<file path="src/rtl/adc_spi_reader.sv">
// adc_spi_reader: periodic SPI master for a 12-bit serial ADC
// (ADC128S022-style framing: 16 SCLK per frame, 4 leading zeros, then
// 12 data bits MSB first).
//
// Handshake: adc_valid is a one-clk strobe with no back-pressure; adc_dout
// is valid on the cycle adc_valid is high and holds its value until the
// next strobe or reset.
//
// Build option: define ADC_AVG_EN to average four consecutive frames per
// adc_valid strobe. Without it, every frame produces a strobe.
module adc_spi_reader #(
  parameter int          CLK_DIV       = 4,
  parameter int          SAMPLE_PERIOD = 50000,
  parameter logic [2:0]  CHANNEL       = 3'd0
) (
  input  logic        clk,
  input  logic        rst,
  input  logic        enable,
  input  logic        adc_miso,
  output logic        adc_cs_n,
  output logic        adc_sclk,
  output logic        adc_mosi,
  output logic [11:0] adc_dout,
  output logic        adc_valid,
  output logic        busy
);

  localparam int PW = (SAMPLE_PERIOD > 1) ? $clog2(SAMPLE_PERIOD) : 1;
  localparam int DW = (CLK_DIV > 1) ? $clog2(CLK_DIV) : 1;
  localparam logic [PW-1:0] PERIOD_LAST = PW'(SAMPLE_PERIOD - 1);
  localparam logic [DW-1:0] DIV_LAST    = DW'(CLK_DIV - 1);
  localparam logic [15:0]   TX_WORD     = {2'b00, CHANNEL, 11'b0};

  typedef enum logic [2:0] {
    ST_IDLE  = 3'd0,
    ST_SETUP = 3'd1,
    ST_SHIFT = 3'd2,
    ST_HOLD  = 3'd3,
    ST_DONE  = 3'd4
  } state_t;

  state_t          state;
  state_t          state_next;
  logic [PW-1:0]   period_cnt;
  logic            start_tick;
  logic [DW-1:0]   div_cnt;
  logic            div_done;
  logic            phase;      // 0: sclk low half of a bit, 1: high half
  logic [3:0]      bit_cnt;
  logic [15:0]     tx_sr;
  // Only the last 12 bits shifted in are kept: the 4 leading bits of the
  // frame fall off the top, which discards them without extra logic.
  logic [11:0]     rx_sr;

  assign start_tick = enable && (period_cnt == PERIOD_LAST);
  assign div_done   = (div_cnt == DIV_LAST);
  assign adc_mosi   = tx_sr[15];

  // Free-running sample-period counter, held at zero while disabled.
  always_ff @(posedge clk or posedge rst) begin
    if (rst) begin
      period_cnt <= '0;
    end else if (!enable) begin
      period_cnt <= '0;
    end else if (period_cnt == PERIOD_LAST) begin
      period_cnt <= '0;
    end else begin
      period_cnt <= period_cnt + 1'b1;
    end
  end

  // FSM state register.
  always_ff @(posedge clk or posedge rst) begin
    if (rst) begin
      state <= ST_IDLE;
    end else begin
      state <= state_next;
    end
  end

  // FSM next-state and pin decode; a start tick outside IDLE is ignored.
  always_comb begin
    state_next = state;
    adc_cs_n   = 1'b1;
    adc_sclk   = 1'b1;
    busy       = 1'b1;
    case (state)
      ST_IDLE: begin
        busy = 1'b0;
        if (start_tick) state_next = ST_SETUP;
      end
      ST_SETUP: begin
        adc_cs_n = 1'b0;
        if (div_done) state_next = ST_SHIFT;
      end
      ST_SHIFT: begin
        adc_cs_n = 1'b0;
        adc_sclk = phase;
        if (div_done && phase && (bit_cnt == 4'd15)) state_next = ST_HOLD;
      end
      ST_HOLD: begin
        adc_cs_n = 1'b0;
        if (div_done) state_next = ST_DONE;
      end
      ST_DONE: begin
        state_next = ST_IDLE;
      end
      default: begin
        state_next = ST_IDLE;
      end
    endcase
  end

  // Bit timing and shift registers: mosi advances on sclk falls, miso is
  // captured on the clk edge that raises sclk.
  always_ff @(posedge clk or posedge rst) begin
    if (rst) begin
      div_cnt <= '0;
      phase   <= 1'b0;
      bit_cnt <= '0;
      tx_sr   <= '0;
      rx_sr   <= '0;
    end else begin
      case (state)
        ST_IDLE: begin
          div_cnt <= '0;
          phase   <= 1'b0;
          bit_cnt <= '0;
          if (start_tick) tx_sr <= TX_WORD;
        end
        ST_SETUP, ST_HOLD: begin
          div_cnt <= div_done ? '0 : div_cnt + 1'b1;
        end
        ST_SHIFT: begin
          if (div_done) begin
            div_cnt <= '0;
            if (!phase) begin
              phase <= 1'b1;
              rx_sr <= {rx_sr[10:0], adc_miso};
            end else begin
              phase <= 1'b0;
              if (bit_cnt != 4'd15) begin
                bit_cnt <= bit_cnt + 1'b1;
                tx_sr   <= {tx_sr[14:0], 1'b0};
              end
            end
          end else begin
            div_cnt <= div_cnt + 1'b1;
          end
        end
        default: begin
          div_cnt <= '0;
        end
      endcase
    end
  end

`ifdef ADC_AVG_EN
  logic [13:0] avg_acc;
  logic [1:0]  avg_cnt;
  logic [13:0] avg_sum;

  assign avg_sum = avg_acc + {2'b00, rx_sr};

  // Accumulate four frames, publish the truncated mean on the fourth.
  always_ff @(posedge clk or posedge rst) begin
    if (rst) begin
      adc_dout  <= '0;
      adc_valid <= 1'b0;
      avg_acc   <= '0;
      avg_cnt   <= '0;
    end else begin
      adc_valid <= 1'b0;
      if (state == ST_DONE) begin
        if (avg_cnt == 2'd3) begin
          adc_dout  <= avg_sum[13:2];
          adc_valid <= 1'b1;
          avg_acc   <= '0;
          avg_cnt   <= '0;
        end else begin
          avg_acc <= avg_sum;
          avg_cnt <= avg_cnt + 1'b1;
        end
      end
    end
  end
`else
  // Publish each completed frame's 12 data bits.
  always_ff @(posedge clk or posedge rst) begin
    if (rst) begin
      adc_dout  <= '0;
      adc_valid <= 1'b0;
    end else begin
      adc_valid <= 1'b0;
      if (state == ST_DONE) begin
        adc_dout  <= rx_sr;
        adc_valid <= 1'b1;
      end
    end
  end
`endif

endmodule

</file>
<file path="config.mk">
export PLATFORM = sky130hd
export DESIGN_NAME = adc_spi_reader
export DESIGN_NICKNAME = d
export VERILOG_FILES = /design/src/rtl/adc_spi_reader.sv
export SDC_FILE = /design/constraint.sdc
export NUM_CORES = 1
export LEC_CHECK = 0
export CORE_ASPECT_RATIO = 0.75
export CORE_UTILIZATION = 40
export CTS_CLUSTER_DIAMETER = 150
export DETAILED_ROUTE_END_ITERATION = 8
export PLACE_DENSITY = 0.57
export SLEW_MARGIN = 20
export SYNTH_ARGS = -nofsm -noshare
export SYNTH_HDL_FRONTEND = slang
export SYNTH_SLANG_ARGS = --single-unit
</file>
<file path="constraint.sdc">
create_clock -name clk -period 1.75 [get_ports clk]
set_input_delay 0.175 -clock clk [delete_from_list [all_inputs] [get_ports clk]]
set_output_delay 0.175 -clock clk [all_outputs]
set_load 0.01 [all_outputs]
</file>
==> run summary <==
Drt initial violations: 80
Worst hold slack: 0.201 ns
VDD IR max: 0.395 mV
Total GRT Usage: 16.1%
Worst path depth: 5
Reg2Reg Setup Slack: 0.06 ns
Top cells by area, synth: dfrtp_1 56%, mux2_2 12%, xnor2_1 4.3%
Die ar.: 5970 um^2
DRT Pass-1 Iters: 4
Hold WC Path Type: in -> async
PwrDens: 704 nW/um^2
CP delay by family, top: flip-flops
Global route overflow: 0
Pre-CTS setup slack: 0.0328 ns
Most frequent cell after synthesis: dfrtp_1
Hold Vio Cnt, Final: 0
Core Util, Final: 51.6%
Placed Area: 2610 um^2
Clk sinks: 51
Ant. Diodes: 0
Fillers: 490
First-pass GRT wire length: 7250 um
Share of cells above drive strength 1: 29.8%
Overall Power: 1.97 mW
Initial Util: 41.9%
Max Cap Violations: 0
Clock tree root buffer cell: clkbuf_8
Synthesized area: 2270 um^2
Reg clk slew, reported paths: 0.10 ns
Post-synthesis cell count: 196
Status: finished, final reports clean
Vias in the first global route: 1,548
Skew final: 0.00779 ns
Worst setup margin: 0.0572 ns
Via count: 1,557
Worst path cell trace: ha_2, and3_2, nor3_2, mux2_2, a22o_1
Total length of routed wires: 4430 um
Crit path required time: 1.94 ns
Final Critical Period: 1.69 ns
Main synth FF type: dfrtp_1
Cells after DPL: 296
CTS H-tree depth: 2
Post-route setup TNS: 0 ns
Final Max Slew Viols: 0
Slowest-stage cell, CP: dfrtp_1
Worst-Skew Late Latency: 0.30 ns
Met1 WL: 2180 um
Fin cells: 310
Register bit total from synthesis: 51
Max layer used: met4
Final Setup Violations: 0
Initial antenna violation count: 0
RD Place Congestion: 0.801
Post-DP HPWL: 3000 um
Most frequent cells after synthesis: 51 x dfrtp_1, 25 x mux2_2, 22 x nor2_1, 12 x nand2_1, 11 x xnor2_1
CP endpoint kind: flip-flop
Site row count: 23
Worst r2r path cells: 5
Crit Path Class: reg -> reg
IO buf count: 19
Worst Path Arrival: 1.89 ns
Async set-reset flop share out of synthesis: 100%
Warnings from Yosys: 0
CTS tree: done
Final nets: 241
Number of enable flip-flop cells after synthesis: 0
Clock tree buffer depth: 2
Die width: 88.9 um
Sequential element share of the synthesized area: 56.3%
DRT antenna net count: 0
IO Pins: 21
CP bufs+invs: 0
Max Freq: 0.591 GHz
Final instance area: 2790 um^2
Final period utilization: 96.7%
DR WL met2: 2090 um
TritonCTS buffer count: 5
Leakage: 1.23 nW
Largest stage delay on the critical path: 0.43 ns
Synth Net Count: 203
Metal3 WL: 131 um
Core region area: 5410 um^2
Vias per cell: 5.02
Post-synth top area share: 56.3%
Pin count of the biggest net entering global routing: 34
Area grow syn2layout: 23.2%
Mapped Avg Cell Area: 11.6 um^2
Startpoint types: flip-flop
Leading area contributor after synthesis: dfrtp_1
Die height: 67.2 um
Routed len/inst: 14.3 um
Distinct cells, synth: 35
CP max FO: 5
Post-route DRC: 0
==> logic make-up (layout without fill, tap and decap cells) <==
family	count (synthesis)	count (layout)	share of synthesized area, %
AOI/OAI and AO/OA	14	14	4.14
xor gates and xnor gates	14	14	5.41
adders and majority gates	3	3	1.66
buffers and inverters	13	52	2.48
DFF	51	51	56.3
muxes	25	25	12.4
other	1	1	0.165
and+or+nand+nor	75	75	17.4
==> what timing repair did <==
item,CTS,global route
pin swaps,0,5
resized for setup,4,11
endpoints found under the setup margin,3,5
setup buffers,3,3
hold buffers,0,0
==> path summary, 6_finish.rpt <==
check / startpoint / end
max in group asynchronous: rst / state[0]
worst max-delay path: bit_cnt[0] / bit_cnt[3]
worst min-delay path: rst / rx_sr[7]
worst min register to register: div_cnt[0] / div_cnt[0]
min in group clk: div_cnt[0] / div_cnt[0]
worst max register to register: bit_cnt[0] / bit_cnt[3]
==> final cells by class <==
type | instances | area (um^2) | area share [%]
Tap cell | 75 | 93.8 | 3.36
Inverter | 6 | 22.5 | 0.806
Clock inverter | 3 | 22.5 | 0.806
Clock buffer | 5 | 68.8 | 2.46
Timing Repair Buffer | 38 | 337 | 12.1
Sequential cell | 51 | 1280 | 45.9
Multi-Input combinational cell | 132 | 967 | 34.6
==> cell usage in the layout (no fill, tap or decap), drive strengths merged, types with 2 or more instances in the layout <==
master	count
nand3	6
mux2	25
nor4	3
xnor2	11
clkbuf	5
ha	3
a21oi	3
dlymetal6s2s	2
buf	19
and3	4
o31ai	2
dfrtp	51
nor3	8
nand2b	2
o21ai	4
or2	2
and2	2
nand4	5
clkdlybuf4s50	16
a22o	3
inv	8
nor2	22
xor2	3
or3	2
nand2	12
==> metal layers <==
layer	global-route usage (%)	vias to the layer above
met5	0	-
met4	4.84	0
met3	3.91	4
met2	24.4	22
met1	22.9	775
li1	-	756
==> power by group <==
part	total [mW]	internal, mW	leakage (nW)	switching (mW)
Combinational	0.0691	0.0286	0.518	0.0405
Clock	0.693	0.290	0.0489	0.403
Sequential	1.20	1.19	0.662	0.0134
==> registers in the layout, summed over array words and instances, names as in the netlist <==
register and flops:
phase 1, rx_sr 12, state 3, bit_cnt 4, period_cnt 16, div_cnt 2
adc_dout 12, adc_valid 1
==> worst min-delay path, delay by kind of cell <==
kind | cells | cell delay [ns]
buffers and inverters | 3 | 0.72
No activity file was read; power rests on OpenSTA's default activity.
